**config.mk**
```make
export PLATFORM = sky130hd
export DESIGN_NAME = reg_writeback_ctrl
export DESIGN_NICKNAME = d
export VERILOG_FILES = /design/src/rtl/reg_writeback_ctrl.sv
export SDC_FILE = /design/constraint.sdc
export NUM_CORES = 1
export LEC_CHECK = 0
export ABC_CLOCK_PERIOD_IN_PS = 4600
export BUFFER_PORTS_ARGS = -buffer_cell sky130_fd_sc_hd__clkbuf_2
export CORE_MARGIN = 1.5
export CORE_UTILIZATION = 54
export DETAILED_ROUTE_END_ITERATION = 16
export PLACE_DENSITY_LB_ADDON = 0.15
export SETUP_SLACK_MARGIN = 0.4
export SYNTH_ARGS = -nofsm -noshare
export SYNTH_HDL_FRONTEND = slang
export SYNTH_SLANG_ARGS = --single-unit
```
**constraint.sdc**
```tcl
create_clock -name clk -period 4.6 [get_ports clk]
set_input_delay 0.46 -clock clk [delete_from_list [all_inputs] [get_ports clk]]
set_output_delay 0.46 -clock clk [all_outputs]
set_load 0.01 [all_outputs]
```
**src/rtl/reg_writeback_ctrl.sv**
```systemverilog
`default_nettype none
// ============================================================================
// Module   : reg_writeback_ctrl
// Brief    : 4-entry writeback FIFO between ALU/load units and the register
//            file write port. It has a pending-write scoreboard, and the
//            optional data bypass is enabled by the WB_BYPASS_EN macro.
// Revision : 1.0  initial release
// ============================================================================
module reg_writeback_ctrl (
    input  logic        clk,
    input  logic        rst,
    input  logic        alu_valid,
    input  logic [4:0]  alu_rd,
    input  logic [31:0] alu_data,
    output logic        alu_ready,
    input  logic        mem_valid,
    input  logic [4:0]  mem_rd,
    input  logic [31:0] mem_data,
    output logic        mem_ready,
    input  logic        port_hold,
    output logic        RegWrite,
    output logic [4:0]  WriteRegister,
    output logic [31:0] WriteData,
    input  logic [4:0]  rd_query1,
    input  logic [4:0]  rd_query2,
    output logic        pending1,
    output logic        pending2,
    output logic        fwd_valid1,
    output logic        fwd_valid2,
    output logic [31:0] fwd_data1,
    output logic [31:0] fwd_data2
);

    logic [4:0]  r_rd   [0:3];
    logic [31:0] r_data [0:3];
    logic [3:0]  r_vld;
    logic [1:0]  r_wptr;
    logic [1:0]  r_rptr;
    logic [2:0]  r_count;

    logic        w_full;
    logic        w_empty;
    logic        w_mem_acc;
    logic        w_alu_acc;
    logic [4:0]  w_acc_rd;
    logic [31:0] w_acc_data;
    logic        w_push;
    logic        w_pop;

    assign w_full  = (r_count == 3'd4);
    assign w_empty = (r_count == 3'd0);

    // Loads win a simultaneous request; ready never looks at alu_valid.
    assign mem_ready  = !w_full;
    assign alu_ready  = !w_full && !mem_valid;
    assign w_mem_acc  = mem_valid && mem_ready;
    assign w_alu_acc  = alu_valid && alu_ready;
    assign w_acc_rd   = w_mem_acc ? mem_rd   : alu_rd;
    assign w_acc_data = w_mem_acc ? mem_data : alu_data;
    assign w_push     = (w_mem_acc || w_alu_acc) && (w_acc_rd != 5'd0);
    assign w_pop      = RegWrite;

    assign RegWrite      = !rst && !w_empty && !port_hold;
    assign WriteRegister = (rst || w_empty) ? 5'd0  : r_rd[r_rptr];
    assign WriteData     = (rst || w_empty) ? 32'd0 : r_data[r_rptr];

    always_ff @(posedge clk or posedge rst) begin
        if (rst) begin
            r_wptr  <= 2'd0;
            r_rptr  <= 2'd0;
            r_count <= 3'd0;
            r_vld   <= 4'd0;
        end else begin
            if (w_pop) begin
                r_rptr        <= r_rptr + 2'd1;
                r_vld[r_rptr] <= 1'b0;
            end
            if (w_push) begin
                r_wptr        <= r_wptr + 2'd1;
                r_vld[r_wptr] <= 1'b1;
            end
            case ({w_push, w_pop})
                2'b10:   r_count <= r_count + 3'd1;
                2'b01:   r_count <= r_count - 3'd1;
                default: r_count <= r_count;
            endcase
        end
    end

    // Payload storage carries no reset; occupancy is tracked by r_vld.
    always_ff @(posedge clk) begin
        if (w_push) begin
            r_rd[r_wptr]   <= w_acc_rd;
            r_data[r_wptr] <= w_acc_data;
        end
    end

    logic       w_hit1;
    logic       w_hit2;
    logic [1:0] w_sidx;

    always_comb begin
        w_hit1 = 1'b0;
        w_hit2 = 1'b0;
        w_sidx = 2'd0;
        for (int i = 0; i < 4; i++) begin
            w_sidx = r_rptr + 2'(i);
            if (r_vld[w_sidx] && (r_rd[w_sidx] == rd_query1)) w_hit1 = 1'b1;
            if (r_vld[w_sidx] && (r_rd[w_sidx] == rd_query2)) w_hit2 = 1'b1;
        end
    end

    assign pending1 = !rst && (rd_query1 != 5'd0) && w_hit1;
    assign pending2 = !rst && (rd_query2 != 5'd0) && w_hit2;

`ifdef WB_BYPASS_EN
    logic [31:0] w_fd1;
    logic [31:0] w_fd2;
    logic [1:0]  w_bidx;

    // Walk oldest to newest so the youngest matching entry wins.
    always_comb begin
        w_fd1  = 32'd0;
        w_fd2  = 32'd0;
        w_bidx = 2'd0;
        for (int i = 0; i < 4; i++) begin
            w_bidx = r_rptr + 2'(i);
            if (r_vld[w_bidx] && (r_rd[w_bidx] == rd_query1)) w_fd1 = r_data[w_bidx];
            if (r_vld[w_bidx] && (r_rd[w_bidx] == rd_query2)) w_fd2 = r_data[w_bidx];
        end
    end

    assign fwd_valid1 = pending1;
    assign fwd_valid2 = pending2;
    assign fwd_data1  = pending1 ? w_fd1 : 32'd0;
    assign fwd_data2  = pending2 ? w_fd2 : 32'd0;
`else
    assign fwd_valid1 = 1'b0;
    assign fwd_valid2 = 1'b0;
    assign fwd_data1  = 32'd0;
    assign fwd_data2  = 32'd0;
`endif

endmodule
`default_nettype wire

```
==> run summary, run 1 <==
Die width - 126 um
Leak - 3.53 nW
Worst R2R Start - r_count[2]
Via/cell ratio - 5.41
Synth top area share - 54.3%
Post-route design area - 9350 sq um
CP Max Fanout - 42
Vert. Die Dim - 126 um
Crit path arrival time - 3.19 ns
First-pass GRT wire length - 24,800 um
Skew-Pair Late Insertion Delay - 0.42 ns
Antenna-violating nets left - 0
Sequential area share after synthesis - 57.7%
Setup repair bufs after CTS - 0
Fmax - 0.274 GHz
Vias in the first global route - 4,733
Post-CTS Resized - 0
Cells on worst reg2reg path - 11
Core Box Area - 14,600 sq um
Placed instance area - 8790 sq um
Reg clk slew, reported paths - 0.06 ns
# DRC - 0
Initial Utilization - 55.9%
CP startpoint kind - register
Detailed Route WL - 15,900 um
1st-pass router iterations - 7
Slew Limit Headroom - 50.4%
Diodes inserted - 0
HPWL after DPL - 10,400 um
TritonCTS clock tree - done
Commonest non-fill, non-tap cell in the layout - edfxtp_1
Gpl congestion - 0.837
# rows - 44
Status - finished clean
Highest routed layer - met4
Buffers on Ports - 130
YS warnings - 0
Worst r2r dst - r_count[2]
Cts bufs inserted - 17
Htree depth - 4
Via count - 4,514
Syn_area_per_cell - 16.0 sq um
Worst Hold Path Cells - 2
HP Start - mem_data[5]
Number of max-cap violations - 0
Cells after synthesis - 511
Final hold violation count - 0
Layout cell share with drive strength beyond 1 - 36.2%
Iteration-0 DRC Markers - 227
GRT Util Overall - 21.0%
Worst ir drop on vdd - 396 uV
Setup TNS - 0 ns
Synth top area cells - edfxtp_1, mux4_2, buf_4, mux2_1, dfrtp_1
Most frequent cells in the layout - edfxtp_1, clkbuf_2, conb_1
Synth unique cells - 39
Worst hold path endpoint - r_data[2][5]
Tcrit/Tclk final - 79.4%
DR WL met2 - 8050 um
Final clock skew - 0.0155 ns
WHS - 0.401 ns
Worst Setup SP - r_rptr[0]
Initial antenna violation count - 0
CP Class - reg2out
IO Pins - 197
Min Tclk post-route - 3.65 ns
Final #Nets - 737
DR WL met3 - 837 um
Final setup fails - 0
Worst Hold Class - in2reg
Total gr overflow - 0
Cell Pwr Density - 665 nW/um^2
Area added between synthesis and finish - 14.3%
M1 WL - 6780 um
CP Capture Type - output port
Per-cell routed wire length - 19.0 um
Largest net degree at the start of global routing - 47
#FFs+latches synth - 159
Fillcell total - 1,082
Slew Limit Fails - 0
Worst slew pin tran - 0.744 ns
Mapped cell area - 8180 sq um
Clk root buf - clkbuf_16
Die Area - 15,900 sq um
# clock sinks - 159
Clock buffer depth - 2
Critical Path RT - 4.14 ns
Area leader, netlist - edfxtp_1
RSZ-0062 raised after global routing - no
Reg2reg setup slack - 1.31 ns
-- layout make-up --
type,instances,area (sq um),share of cell area (%)
Multi-Input combinational cell,307,3060,32.8
Sequential cell,159,4720,50.5
Timing Repair Buffer,140,728,7.79
Tap cell,184,230,2.46
Clock inverter,11,118,1.26
Inverter,13,48.8,0.522
Clock buffer,20,437,4.67
-- timing repair --
item,in CTS,in global routing
hold buffers,1,0
endpoints found under the hold margin,4,0
endpoints found under the setup margin,0,0
-- worst max path at each step --
stage / endpoint / slack (ns)
6_report: pending2 / 0.95
5_1_grt: pending2 / 0.64
4_1_cts: pending2 / 0.86
3_5_place_dp: r_data[1][16] / 1.24
3_3_place_gp: pending2 / 1.34
2_1_floorplan: pending1 / 0.92
-- state kept, by name (all words and copies together) (netlist names) --
signal,count
r_count,3
r_wptr,2
r_vld,4
r_data,128
r_rd,20
r_rptr,2
-- logic make-up after synthesis --
group	after synthesis	synth area share [%]
xor gates and xnor gates	45	4.82
muxes	91	20.2
DFF	159	57.7
and+or+nand+nor	75	5.28
other	1	0.0458
AOI/OAI and AO/OA	20	1.97
adders and majority gates	10	1.62
buffers and inverters	110	8.35
-- Yosys cell counts --
master	count
edfxtp_1	148
buf_4	66
mux4_2	56
nor2b_1	38
mux2_1	33
xnor2_1	27
xor2_1	18
clkbuf_1	13
buf_2	12
dfrtp_1	11
inv_1	11
ha_1	9
nand2_1	9
nor2_1	6
buf_1	5
and3_1	4
nand3_1	4
nand4_1	4
nor4_1	4
o2bb2ai_1	4
o21ai_0	3
a2111oi_2	2
a21boi_0	2
a21o_1	2
a31oi_1	2
mux2i_1	2
o22a_1	2
or2_1	2
or4_1	2
a31o_2	1
buf_6	1
clkinv_1	1
conb_1	1
fa_1	1
inv_2	1
nand2_2	1
o21ai_1	1
o31ai_1	1
or3b_1	1
-- worst max-delay path, cell delays in order (launching register included) --
cell and delay [ns]:
dfrtp_4 0.40, buf_4 0.60, buf_4 0.47, mux4_2 0.62
xnor2_1 0.17, nand2_1 0.07, o22a_1 0.15, a31oi_1 0.13
clkbuf_2 0.16
-- through the flow --
step                utilization [%]  cells  power (W)  setup WS, ns
floorplan                         -    576    0.00429         0.917
global placement               60.0    802    0.00491          1.34
detailed placement             60.0    802    0.00498          1.24
CTS                            63.8    834    0.00631         0.860
global route                   63.8    834    0.00659         0.638
finish                         63.8    834    0.00622         0.948
-- report_power, final --
part / internal, W / switching [W] / total, W
registers: 0.00214 / 0.000158 / 0.00230
logic: 0.00122 / 0.00138 / 0.00261
clock network: 0.000792 / 0.000521 / 0.00131
-- layer usage --
metal | vias to the layer above | track usage (%)
met5 | - | 0
met3 | 16 | 4.67
met1 | 2272 | 27.8
met4 | 0 | 7.57
li1 | 2052 | -
met2 | 174 | 34.7
No activity file was read; power rests on OpenSTA's default activity.
==> run 2, diff against run 1 <==
- ABC_CLOCK_PERIOD_IN_PS: 4600 -> 3200
- CORE_UTILIZATION: 54 -> 49
- clock period: 4.6 -> 3.2 ns (I/O delays scaled with it)
==> run summary, run 2 (same netlist as run 1, synthesis figures left out) <==
Setup TNS - 0 ns
Via count - 4,691
Fmax - 0.334 GHz
Crit path arrival time - 2.67 ns
Worst Hold Class - in2reg
Cts bufs inserted - 17
Top flop regs - r_data x128, r_rd x20, r_vld x4
# rows - 47
HPWL after DPL - 10,800 um
Clock buffer depth - 2
Die width - 132 um
Iteration-0 DRC Markers - 196
Max FFs per register - 128
Leak - 3.75 nW
Vias in the first global route - 4,796
Detailed Route WL - 16,300 um
Crit-path cells - inv_8 -> ha_4 -> buf_12 -> mux4_2 -> xnor2_2 -> nand4_1 -> o22a_1 -> a31oi_2 -> buf_2
Htree depth - 4
CP Class - reg2out
Skew-Pair Late Insertion Delay - 0.42 ns
Worst slew pin tran - 0.509 ns
Area added between synthesis and finish - 20.2%
Antenna-violating nets left - 0
WHS - 0.256 ns
CP Max Fanout - 5
Tcrit/Tclk final - 93.6%
Reg clk slew, reported paths - 0.06 ns
First-pass GRT wire length - 25,500 um
Initial Utilization - 49.7%
Status - finished clean
# clock sinks - 159
Core Box Area - 16,500 sq um
Worst Hold Path Cells - 2
Worst R2R Start - r_count[1]
RSZ-0062 raised after global routing - yes
Worst hold path endpoint - r_data[2][29]
Reg2reg setup slack - 0.32 ns
Largest net degree at the start of global routing - 47
Final setup fails - 0
Number of max-cap violations - 0
Die Area - 17,500 sq um
HP Start - mem_data[29]
Total gr overflow - 0
Final Util - 59.7%
Worst r2r dst - r_count[2]
Diodes inserted - 0
# DRC - 0
CP startpoint kind - register
Cell Pwr Density - 975 nW/um^2
Placed Cells - 848
Critical Path RT - 2.88 ns
IO Pins - 197
Per-cell routed wire length - 18.1 um
Highest cell delay on the worst timing path - 0.56 ns
CP max stage cell - mux4_2
Gpl congestion - 0.924
Slew Limit Fails - 0
1st-pass router iterations - 4
Layout cell share with drive strength beyond 1 - 40.9%
Vert. Die Dim - 132 um
Commonest non-fill, non-tap cell in the layout - edfxtp_1
CP Capture Type - output port
Clk root buf - clkbuf_16
Most frequent cells in the layout - edfxtp_1, clkbuf_2, conb_1
TritonCTS clock tree - done
Min Tclk post-route - 2.99 ns
Buffers on Ports - 130
Final clock skew - 0.00492 ns
GRT Util Overall - 19.3%
Via/cell ratio - 5.20
Final hold violation count - 0
Final cell count without fillers - 902
Most flops, register - r_data
Slew Limit Headroom - 66.0%
Initial antenna violation count - 0
Worst ir drop on vdd - 404 uV
Final #Nets - 768
Cells on worst reg2reg path - 11
[run 2: power breakdown]
group	switching [W]	internal, W
clock	0.000744	0.00121
combinational	0.00219	0.00214
sequential	0.000222	0.00308
[run 2: metrics by stage]
step           worst slack, ns  power, W  area (sq um)
4_1_cts                  0.182   0.00949          9650
6_report                 0.206   0.00959          9830
2_1_floorplan            0.236   0.00631          8530
3_3_place_gp             0.162   0.00721          8940
3_5_place_dp           -0.0145   0.00727          8940
5_1_grt                  0.109    0.0101          9830
[run 2: area by class of cell]
class,instances,area [sq um]
repair buffers,168,995
clock inverters,13,145
flip-flops and latches,159,4720
clock buffers,19,433
inverters,13,56.3
multi-input cells,310,3210
fillers,1266,6630
well taps,220,275
[run 2: per-layer routing]
| layer | share of wire, % | GRT usage (%) | vias to the layer above |
|---|---|---|---|
| li1 | - | - | 2116 |
| met1 | 40 | 23.5 | 2347 |
| met2 | 53 | 33.4 | 197 |
| met3 | 4.7 | 4.73 | 31 |
| met4 | 2.6 | 7.63 | 0 |
| met5 | 0 | 0 | - |
[run 2: worst max-delay path by stage]
stage	from	end	slack, ns	cells after the start
floorplan	r_count[0]	r_data[0][0]	0.24	7
global placement	r_count[1]	r_count[2]	0.16	11
detailed placement	r_count[1]	r_count[2]	-0.01	11
CTS	r_rptr[0]	pending1	0.18	9
global route	r_rptr[0]	pending1	0.11	9
finish	r_rptr[0]	pending2	0.21	9
[run 2: worst max-delay path: cells and delay by family (launching register included)]
family | cells | cell delay [ns]
adders and majority gates | 1 | 0.27
and+or+nand+nor | 1 | 0.13
AOI/OAI and AO/OA | 2 | 0.36
buffers and inverters | 3 | 0.31
xor gates and xnor gates | 1 | 0.16
DFF | 1 | 0.46
muxes | 1 | 0.56
[run 2: what timing repair did]
action | 4_1_cts | 5_1_grt
cloned | 1 | 2
endpoints found under the hold margin | 11 | 0
endpoints found under the setup margin | 113 | 124
pin swaps | 3 | 5
buffers inserted | 4 | 14
gates resized for setup | 13 | 14
hold buffers | 1 | 0
